$ cat config.mk
export PLATFORM = sky130hd
export DESIGN_NAME = tty_uart_tx
export DESIGN_NICKNAME = d
export VERILOG_FILES = /design/src/rtl/tty_uart_tx_pkg.sv /design/src/rtl/tty_fifo.sv /design/src/rtl/tty_uart_tx.sv
export SDC_FILE = /design/constraint.sdc
export NUM_CORES = 1
export LEC_CHECK = 0
export CAP_MARGIN = 20
export CELL_PAD_IN_SITES_DETAIL_PLACEMENT = 1
export CELL_PAD_IN_SITES_GLOBAL_PLACEMENT = 1
export CORE_AREA = 2 2 89 82
export DETAILED_ROUTE_END_ITERATION = 8
export DIE_AREA = 0 0 91 84
export MAX_ROUTING_LAYER = met4
export PLACE_DENSITY_LB_ADDON = 0.15
export SYNTH_ARGS = -nofsm -noshare
export SYNTH_HDL_FRONTEND = slang
export SYNTH_SLANG_ARGS = --single-unit
export TNS_END_PERCENT = 10
$ cat constraint.sdc
create_clock -name clk -period 1.85 [get_ports clk]
set_clock_uncertainty 0.1 [all_clocks]
set_input_delay 0.555 -clock clk [delete_from_list [all_inputs] [get_ports clk]]
set_output_delay 0.555 -clock clk [all_outputs]
set_load 0.1 [all_outputs]
$ cat src/rtl/tty_uart_tx_pkg.sv
// rtl/tty_uart_tx_pkg.sv - shared definitions for the TTY UART transmitter
//
// Purpose: state encodings, frame constants and the baud divisor helper that
//          are shared by the TTY write path.
// Contents: tty_tx_state_t, TTY_FRAME_BITS, TTY_LOCATION_DEFAULT, tty_divisor().
package tty_uart_tx_pkg;

   typedef enum logic [1:0] {
      TTY_TX_IDLE  = 2'd0,
      TTY_TX_START = 2'd1,
      TTY_TX_DATA  = 2'd2,
      TTY_TX_STOP  = 2'd3
   } tty_tx_state_t;

   // Start bit + 8 data bits + stop bit.
   localparam int TTY_FRAME_BITS = 10;

   // Memory-mapped address of the TTY write port. The CPU memory interface and
   // this block both pick it up from here so they cannot drift apart.
   localparam logic [31:0] TTY_LOCATION_DEFAULT = 32'hFFFF_FFF0;

   // Nearest-integer clock cycles per serial bit.
   function automatic int tty_divisor(input int clock_frequency, input int baud_rate);
      return (clock_frequency + baud_rate / 2) / baud_rate;
   endfunction

endpackage

$ cat src/rtl/tty_fifo.sv
// rtl/tty_fifo.sv - byte FIFO between the TTY write strobe and the serialiser
//
// Purpose: circular buffer of 2**depth_log2 bytes with a registered full flag.
// Ports:
//   clk, reset          clock and synchronous active-high reset
//   push, push_data     write strobe and byte; ignored while full=1
//   pop, pop_data       read strobe; pop_data shows the head byte combinationally
//   empty               1 when no bytes are held
//   full                registered, 1 when all entries are occupied
module tty_fifo #(
   parameter int depth_log2 = 2
) (
   input  logic       clk,
   input  logic       reset,
   input  logic       push,
   input  logic [7:0] push_data,
   input  logic       pop,
   output logic [7:0] pop_data,
   output logic       empty,
   output logic       full
);

   localparam int depth = 1 << depth_log2;
   localparam logic [depth_log2:0] depth_count = (depth_log2 + 1)'(depth);

   logic [7:0]            mem [depth];
   logic [depth_log2-1:0] wr_ptr;
   logic [depth_log2-1:0] rd_ptr;
   logic [depth_log2:0]   count;
   logic [depth_log2:0]   count_next;
   logic                  push_ok;
   logic                  pop_ok;

   // full is the registered flag from the start of the cycle, so a push in
   // the same cycle as a pop is only taken when the FIFO was not full.
   assign push_ok  = push & ~full;
   assign pop_ok   = pop & ~empty;
   assign empty    = (count == '0);
   assign pop_data = mem[rd_ptr];

   always_comb begin
      count_next = count;
      if (push_ok && !pop_ok) begin
         count_next = count + 1'b1;
      end else if (pop_ok && !push_ok) begin
         count_next = count - 1'b1;
      end
   end

   always_ff @(posedge clk) begin
      if (reset) begin
         wr_ptr <= '0;
         rd_ptr <= '0;
         count  <= '0;
         full   <= 1'b0;
      end else begin
         if (push_ok) begin
            wr_ptr <= wr_ptr + 1'b1;
         end
         if (pop_ok) begin
            rd_ptr <= rd_ptr + 1'b1;
         end
         count <= count_next;
         full  <= (count_next == depth_count);
      end
   end

   // Storage needs no reset; count guards every read.
   always_ff @(posedge clk) begin
      if (push_ok) begin
         mem[wr_ptr] <= push_data;
      end
   end

endmodule

$ cat src/rtl/tty_uart_tx.sv
// rtl/tty_uart_tx.sv - TTY write port consumer and 8N1 UART transmitter
//
// Purpose: queues bytes written by the CPU memory interface and sends them as
//          8N1 frames, back to back while bytes remain queued.
// Ports:
//   clk             system clock
//   reset           synchronous, active-high reset
//   tty_write       one-cycle byte write strobe
//   tty_write_data  byte to send, valid with tty_write
//   tty_write_busy  registered, 1 while the FIFO is full (writes dropped)
//   tx              registered UART serial output, idle high
module tty_uart_tx
   import tty_uart_tx_pkg::*;
#(
   parameter int clock_frequency = 12000000,
   parameter int baud_rate       = 115200,
   parameter int fifo_depth_log2 = 2
) (
   input  logic       clk,
   input  logic       reset,
   input  logic       tty_write,
   input  logic [7:0] tty_write_data,
   output logic       tty_write_busy,
   output logic       tx
);

   localparam int divisor = tty_divisor(clock_frequency, baud_rate);
   localparam int baud_w  = $clog2(divisor);
   localparam logic [baud_w-1:0] baud_last = baud_w'(divisor - 1);

   if (divisor < 2) begin : g_bad_divisor
      $error("tty_uart_tx: divisor must be at least 2");
   end
   if (fifo_depth_log2 < 1 || fifo_depth_log2 > 6) begin : g_bad_depth
      $error("tty_uart_tx: fifo_depth_log2 must be in 1..6");
   end

   tty_tx_state_t     state_q, state_d;
   logic [baud_w-1:0] baud_q, baud_d;
   logic [2:0]        bit_q, bit_d;
   logic [7:0]        shift_q, shift_d;
   logic              tx_q, tx_d;
   logic              fifo_pop;
   logic [7:0]        fifo_data;
   logic              fifo_empty;
   logic              fifo_full;
   logic              baud_end;

   tty_fifo #(
      .depth_log2 (fifo_depth_log2)
   ) u_fifo (
      .clk       (clk),
      .reset     (reset),
      .push      (tty_write),
      .push_data (tty_write_data),
      .pop       (fifo_pop),
      .pop_data  (fifo_data),
      .empty     (fifo_empty),
      .full      (fifo_full)
   );

   assign tty_write_busy = fifo_full;
   assign tx             = tx_q;
   assign baud_end       = (baud_q == baud_last);

   always_ff @(posedge clk) begin
      if (reset) begin
         state_q <= TTY_TX_IDLE;
         baud_q  <= '0;
         bit_q   <= '0;
         shift_q <= '0;
         tx_q    <= 1'b1;
      end else begin
         state_q <= state_d;
         baud_q  <= baud_d;
         bit_q   <= bit_d;
         shift_q <= shift_d;
         tx_q    <= tx_d;
      end
   end

   // tx_d is the line level for the state being left at this edge, so tx
   // trails the state by exactly one cycle in every state and frames stay
   // exactly TTY_FRAME_BITS * divisor cycles long.
   always_comb begin
      state_d  = state_q;
      baud_d   = baud_q;
      bit_d    = bit_q;
      shift_d  = shift_q;
      tx_d     = 1'b1;
      fifo_pop = 1'b0;
      case (state_q)
         TTY_TX_IDLE: begin
            tx_d = 1'b1;
            if (!fifo_empty) begin
               fifo_pop = 1'b1;
               shift_d  = fifo_data;
               baud_d   = '0;
               state_d  = TTY_TX_START;
            end
         end
         TTY_TX_START: begin
            tx_d = 1'b0;
            if (baud_end) begin
               baud_d  = '0;
               bit_d   = '0;
               state_d = TTY_TX_DATA;
            end else begin
               baud_d = baud_q + 1'b1;
            end
         end
         TTY_TX_DATA: begin
            tx_d = shift_q[0];
            if (baud_end) begin
               baud_d  = '0;
               shift_d = {1'b0, shift_q[7:1]};
               if (bit_q == 3'd7) begin
                  state_d = TTY_TX_STOP;
               end else begin
                  bit_d = bit_q + 1'b1;
               end
            end else begin
               baud_d = baud_q + 1'b1;
            end
         end
         TTY_TX_STOP: begin
            tx_d = 1'b1;
            if (baud_end) begin
               baud_d = '0;
               // Chain straight into the next start bit when more is queued.
               if (!fifo_empty) begin
                  fifo_pop = 1'b1;
                  shift_d  = fifo_data;
                  state_d  = TTY_TX_START;
               end else begin
                  state_d = TTY_TX_IDLE;
               end
            end else begin
               baud_d = baud_q + 1'b1;
            end
         end
         default: begin
            state_d = TTY_TX_IDLE;
         end
      endcase
   end

endmodule

* After elaboration in Yosys (flattened, before gate mapping) *
Memories as Yosys holds them, arrays and structs flattened. A register that Yosys moved wholly into a read port is not among the register bits.
Cells that the tools add are included.

operators by class
  $add $sub $neg = 6
  multipliers = 0
  div/mod/pow operators = 0
  magnitude comparators = 0
  eq/ne operators = 12
  shifts and indexed selects = 0
  mux-type cells = 28
  bitwise logic cells = 4
  reduce and logical (&&, ||, !) cells = 13

operator list
  operator               number
  $mux W8                3
  $pmux W8 S3            1
  $mux W3                5
  $mux W2                7
  $mux W7                2
  $pmux W7 S2            1
  $ne A2 B2 Y1 const B   6
  $pmux W2 S4            1
  $add A7 B1 Y7 const B  1
  $eq A7 B7 Y1 const B   1
  $add A3 B1 Y3 const B  2
  $eq A3 B3 Y1 const B   2
  $pmux W3 S2            1
  $mux W1                5
  $reduce_and A5 Y1      1
  $add A2 B1 Y2 const B  2
  $eq A2 B2 Y1 const B   2
  $reduce_and A4 Y1      1
  $logic_not A3 Y1       1
  $pmux W1 S3            1
  $reduce_and A3 Y1      1
  $reduce_bool A3 Y1     1
  $reduce_or A3 Y1       1
  $sub A3 B1 Y3 const B  1
  9 further kinds        13

word-level totals
  flip-flop bits (word level) = 29
  latch bits = 0
  RAM bits = 32
  bits in read-only memories = 0
  output and inout port bits = 2
  memories = 1

memory list
  memory      depth  width  rd ports  clocked after memory_dff  wr ports  RTL line        source
  u_fifo.mem  4      8      1         1                         1         tty_fifo.sv:26  logic [7:0] mem [depth];

* Depth between registers and ports, before layout *
  depth after elaboration = 9
  mapped depth = 8
  depth with buffers taken out = 7

* Modules after synthesis *
From an unflattened synthesis, not the netlist that was laid out.

second synthesis, totals
  cells, all modules = 239
  area total of the unflattened synthesis = 2980.4 sq um

modules (own cells, without submodules)
  module       instances  cells an instance  area each (sq um)  sequential area each (sq um)
  tty_fifo     1          106                1741.7             1161.1
  tty_uart_tx  1          133                1238.7             420.4

* Worst setup path after synthesis *
No wires, ideal clock.

  path kind = flip-flop to flip-flop
  start point = reg u_fifo.full
  end point = reg u_fifo.count[1]
  setup time = 0.091 ns
  arrival time = 1.756 ns
  data required time = 1.659 ns
  path slack = -0.097 ns
  stages on the path, launching flop included = 6
  period minus slack after synthesis = 1.947 ns
  cells stage by stage = dfxtp_1 -> nor2b_1 -> clkbuf_1 -> nor3_1 -> a211oi_1 -> a311oi_1

on the way
  longest elaborated chain between the ends = 6
  elaborated cells between the ends (all ways) = 7
  classes of those cells = 2 x mux; 2 x bitwise; 3 x reduce/logical

RTL lines
  item                      RTL line        source
  start: declaration        tty_fifo.sv:20  output logic full
  start signal: assignment  tty_fifo.sv:64  full <= (count_next == depth_count);
  $not A1 Y1 (*)            tty_fifo.sv:36  assign push_ok = push & ~full;
  $and A1 B1 Y1 (*)         tty_fifo.sv:36
  $logic_not A1 Y1          tty_fifo.sv:45  end else if (pop_ok && !push_ok) begin
  $logic_and A1 B1 Y1       tty_fifo.sv:45
  $mux W3                   tty_fifo.sv:45
  $mux W3 (*)               tty_fifo.sv:43  if (push_ok && !pop_ok) begin
  end signal: assignment    tty_fifo.sv:63  count <= count_next;
  end: declaration          tty_fifo.sv:29  logic [depth_log2:0] count;

Mark *: on every way between the ends. The rest lies on a longest branch, timed or not.
A chain may end at the register's enable or synchronous reset.

* Final worst setup path *
  start point = reg u_fifo.count[1]
  end point = reg u_fifo.full

on the way
  longest elaborated chain between the ends = 9
  elaborated cells between the ends (all ways) = 14
  classes of those cells = 2 x add/sub; 1 x eq/ne; 5 x mux; 2 x bitwise; 4 x reduce/logical

RTL lines
  item                                                            RTL line                               source
  $logic_not A3 Y1                                                tty_fifo.sv:38                         assign empty = (count == '0);
  $mux W1                                                         tty_uart_tx.sv:95, tty_uart_tx.sv:131
  $mux W1                                                         tty_uart_tx.sv:128                     if (baud_end) begin
  $pmux W1 S2                                                     tty_uart_tx.sv:92                      case (state_q)
  $and A1 B1 Y1                                                   tty_fifo.sv:37                         assign pop_ok = pop & ~empty;
  $logic_and A1 B1 Y1 / $logic_not A1 Y1 (equally long branches)  tty_fifo.sv:45, tty_fifo.sv:43
  $mux W3 / $logic_and A1 B1 Y1 (equally long branches)           tty_fifo.sv:45, tty_fifo.sv:43
  $mux W3 (*)                                                     tty_fifo.sv:43
  $eq A3 B3 Y1 (*)                                                tty_fifo.sv:64

Marks and branches as above.

==> impl_metrics.yaml <==
setup_path:
  path_buf_inv: 1
  worstSetupPathType: "reg2reg"
  worst_r2r_path_depth: 7
  cp_data_required_time_ns: 1.99
  crit_path_cell_trace: "inv_2 > ha_4 > nor2b_4 > or3_4 > nor3_4 > nor3_2 > nor4bb_2"
  cp.arrival_ns: 1.99
  r2r_start: "u_fifo.count[1]"
  rrSetupSlack_ns: 0.003
  cp-start-kind: "flop"
  crit_path_top_delay_cell: "or3_4"
  max_stage_delay_ns: 0.42
  cp_max_fo: 3
  end_kind: "flop"
  crit_family: "simple AND/OR/NAND/NOR gates"
  regToRegEndpoint: "u_fifo.full"
logic_synthesis:
  ys_ff_latch: 63
  synthDistinctLibCells: 45
  postSynthCellCount: 234
  synthTopCellsByArea: "edfxtp_1, dfxtp_1, mux4_2, ha_1, nor2_1"
  synth_edf_count: 32
  postSynthAreaPerCell_um2: 12.2
  synth_top_cell_area_share: 0.336
  synthArstFlopShare: 0
  netlist_area_um2: 2860
  synth_seq_area_share: 0.552
  yosys.area.top_type: "edfxtp_1"
  synth.most_common_cell: "edfxtp_1"
  postSynthNetCount: 259
  synth_ff_type: "edfxtp_1"
  ys.warnings.count: 0
  ys_top_cells_by_count: "edfxtp_1, dfxtp_1, nor2_1"
min_path:
  hold_end: "bit_q[2]"
  min_from: "bit_q[2]"
  hold_path_class: "reg2reg"
  whs_path_depth: 2
placed_design:
  hpwl_mm: 4.46
  portBuffers: 12
  place_ws_ns: -0.275
  place_area_um2: 3390
  placedCellCount: 365
  finalWeightedCongestion: 0.739
grt:
  grt_overflow: 0
  antenna_found_initial: 0
  grt_usage: 0.189
  grt_max_degree: 17
  grt_pass1_wl_mm: 10.8
  grt_pass1_vias: 2199
timing:
  relSlewSlack: 0.746
  fmax_mhz: 541
  hold_viol_final: 0
  worstMarginPinSlew_ns: 0.380
  worst_slack_ns: 0.00320
  slew_viol_final: 0
  timing.final.crit_share: 0.998
  setup_viol: 0
  layout_min_cycle_time_ns: 1.85
  grt_setup_unrepaired: "true"
  fin_hold_ws_ns: 0.357
route:
  drtAntennaViolNets: 0
  dr.pass1.iters: 4
  drc: 0
  drt_iter0_drc: 95
  routed_via_density: 5.13
  wirelength_mm: 6.38
  vias: 1976
  wl_per_cell_um: 16.6
cts:
  holdBufCountCts: 0
  cts_buffers: 9
  clk_latency_ns: 0.34
  cts_tree: "built"
  h-tree-depth: 3
  clock_sinks: 63
  clk_transition_reported_paths_ns: 0.08
  max-clock-path-buffers: 2
  clock-root-buffer: "clkbuf_8"
finish:
  n_fill_cell: 718
  utilization: 0.559
  fin_cells: 385
  num_antenna_cells: 0
  final_nets: 312
  finalInstanceArea_um2: 3810
  drive_above_1_share: 0.366
  area_delta_synth_final_pct: 33.2
floorplanning:
  die_width_um: 91
  start_util: 0.420
  std_cell_rows: 29
  ios: 13
  dieArea_um2: 7640
  fp.dieH_um: 84
  core-area_um2: 6820
power:
  powerDensity_nw_per_um2: 1600
  vdd_ir_drop_max_mv: 0.788
  leakage_nw: 1.44
run:
  maxCapViolCount: 0
status:
  status: "completed"
worst reg2reg max path, cell delays in order, from the launching register on:
cell      delay, ns
dfxtp_2        0.34
inv_2          0.05
ha_4           0.16
nor2b_4        0.14
or3_4          0.42
nor3_4         0.20
nor3_2         0.07
nor4bb_2       0.28
power breakdown:
part	switching, mW	internal (mW)	total (mW)	leakage, nW
combinational	1.45	1.45	2.89	0.787
sequential	0.159	1.74	1.90	0.549
clock	0.560	0.760	1.32	0.105
total	2.16	3.95	6.11	1.44
repair_timing:
action | 4_1_cts | 5_1_grt
buffers inserted | 0 | 3
gates cloned | 0 | 1
resized for setup | 10 | 30
pin swaps | 4 | 8
endpoints found under the setup margin | 13 | 16
final cells by class:
| type | instances | area [um2] | share of cell area |
|---|---|---|---|
| Timing Repair Buffer | 52 | 502 | 0.132 |
| Tap cell | 93 | 116 | 0.0305 |
| Clock buffer | 9 | 124 | 0.0325 |
| Clock inverter | 7 | 97.6 | 0.0256 |
| Multi-Input combinational cell | 152 | 1350 | 0.355 |
| Inverter | 9 | 33.8 | 0.00886 |
| Sequential cell | 63 | 1590 | 0.416 |
metrics by stage:
stage	TNS (ns)	total power, mW
detailed placement	-7.80	4.31
floorplan	-0.126	3.42
finish	0	6.11
global placement	-6.70	4.24
global route	-0.170	6.51
CTS	-0.0999	5.75
registers in the layout, summed over array words and instances, names as in the netlist, named ones only:
signal         count
shift_q            8
u_fifo.mem        32
u_fifo.rd_ptr      2
u_fifo.wr_ptr      2
u_fifo.full        1
tx                 1
state_q            2
u_fifo.count       3
baud_q             7
bit_q              3
routing by layer:
metal  vias up  part of all wire  track usage
li1        964                 -            -
met1       987              0.47        0.233
met2        19              0.49        0.303
met3         6             0.027       0.0542
met4         0             0.011       0.0579
met5         -                 0            -
worst max path at each step:
stage                         start               end  depth (start not counted)
floorplan                 baud_q[0]        shift_q[5]                          8
global placement          tty_write  u_fifo.mem[0][5]                          5
detailed placement        tty_write       u_fifo.full                          7
CTS                      state_q[0]       u_fifo.full                          6
global route        u_fifo.count[1]       u_fifo.full                          7
finish              u_fifo.count[1]       u_fifo.full                          7
layout by cell type, fill, tap and decap left out, types with 2 or more instances in the layout:
cell / n
a21o_1: 2
a21oi_1: 10
a21oi_2: 3
a22oi_1: 2
a311oi_1: 3
a31oi_1: 2
and2_1: 5
buf_12: 6
buf_4: 34
bufinv_16: 2
clkbuf_8: 9
clkdlybuf4s50_1: 10
clkinv_4: 2
clkinvlp_4: 2
dfxtp_1: 26
dfxtp_2: 5
edfxtp_1: 32
ha_1: 9
ha_2: 2
ha_4: 3
inv_1: 5
inv_2: 4
mux2_2: 7
mux2i_1: 8
mux4_2: 8
nand2_1: 13
nand2b_1: 2
nand3_1: 5
nand4_1: 2
nor2_1: 20
nor2b_1: 3
nor3_2: 2
nor3_4: 2
nor3b_1: 3
o21ai_0: 6
xnor2_1: 3
xor2_1: 2
cells by family after synthesis:
logic type	synth area share
AO/OA/AOI/OAI	0.0970
XOR/XNOR	0.0153
adder cells (fa/ha/maj)	0.0612
buffers and inverters	0.0315
flip-flops	0.552
multiplexers	0.118
AND/OR/NAND/NOR	0.125
No activity file was read; power rests on OpenSTA's default activity.
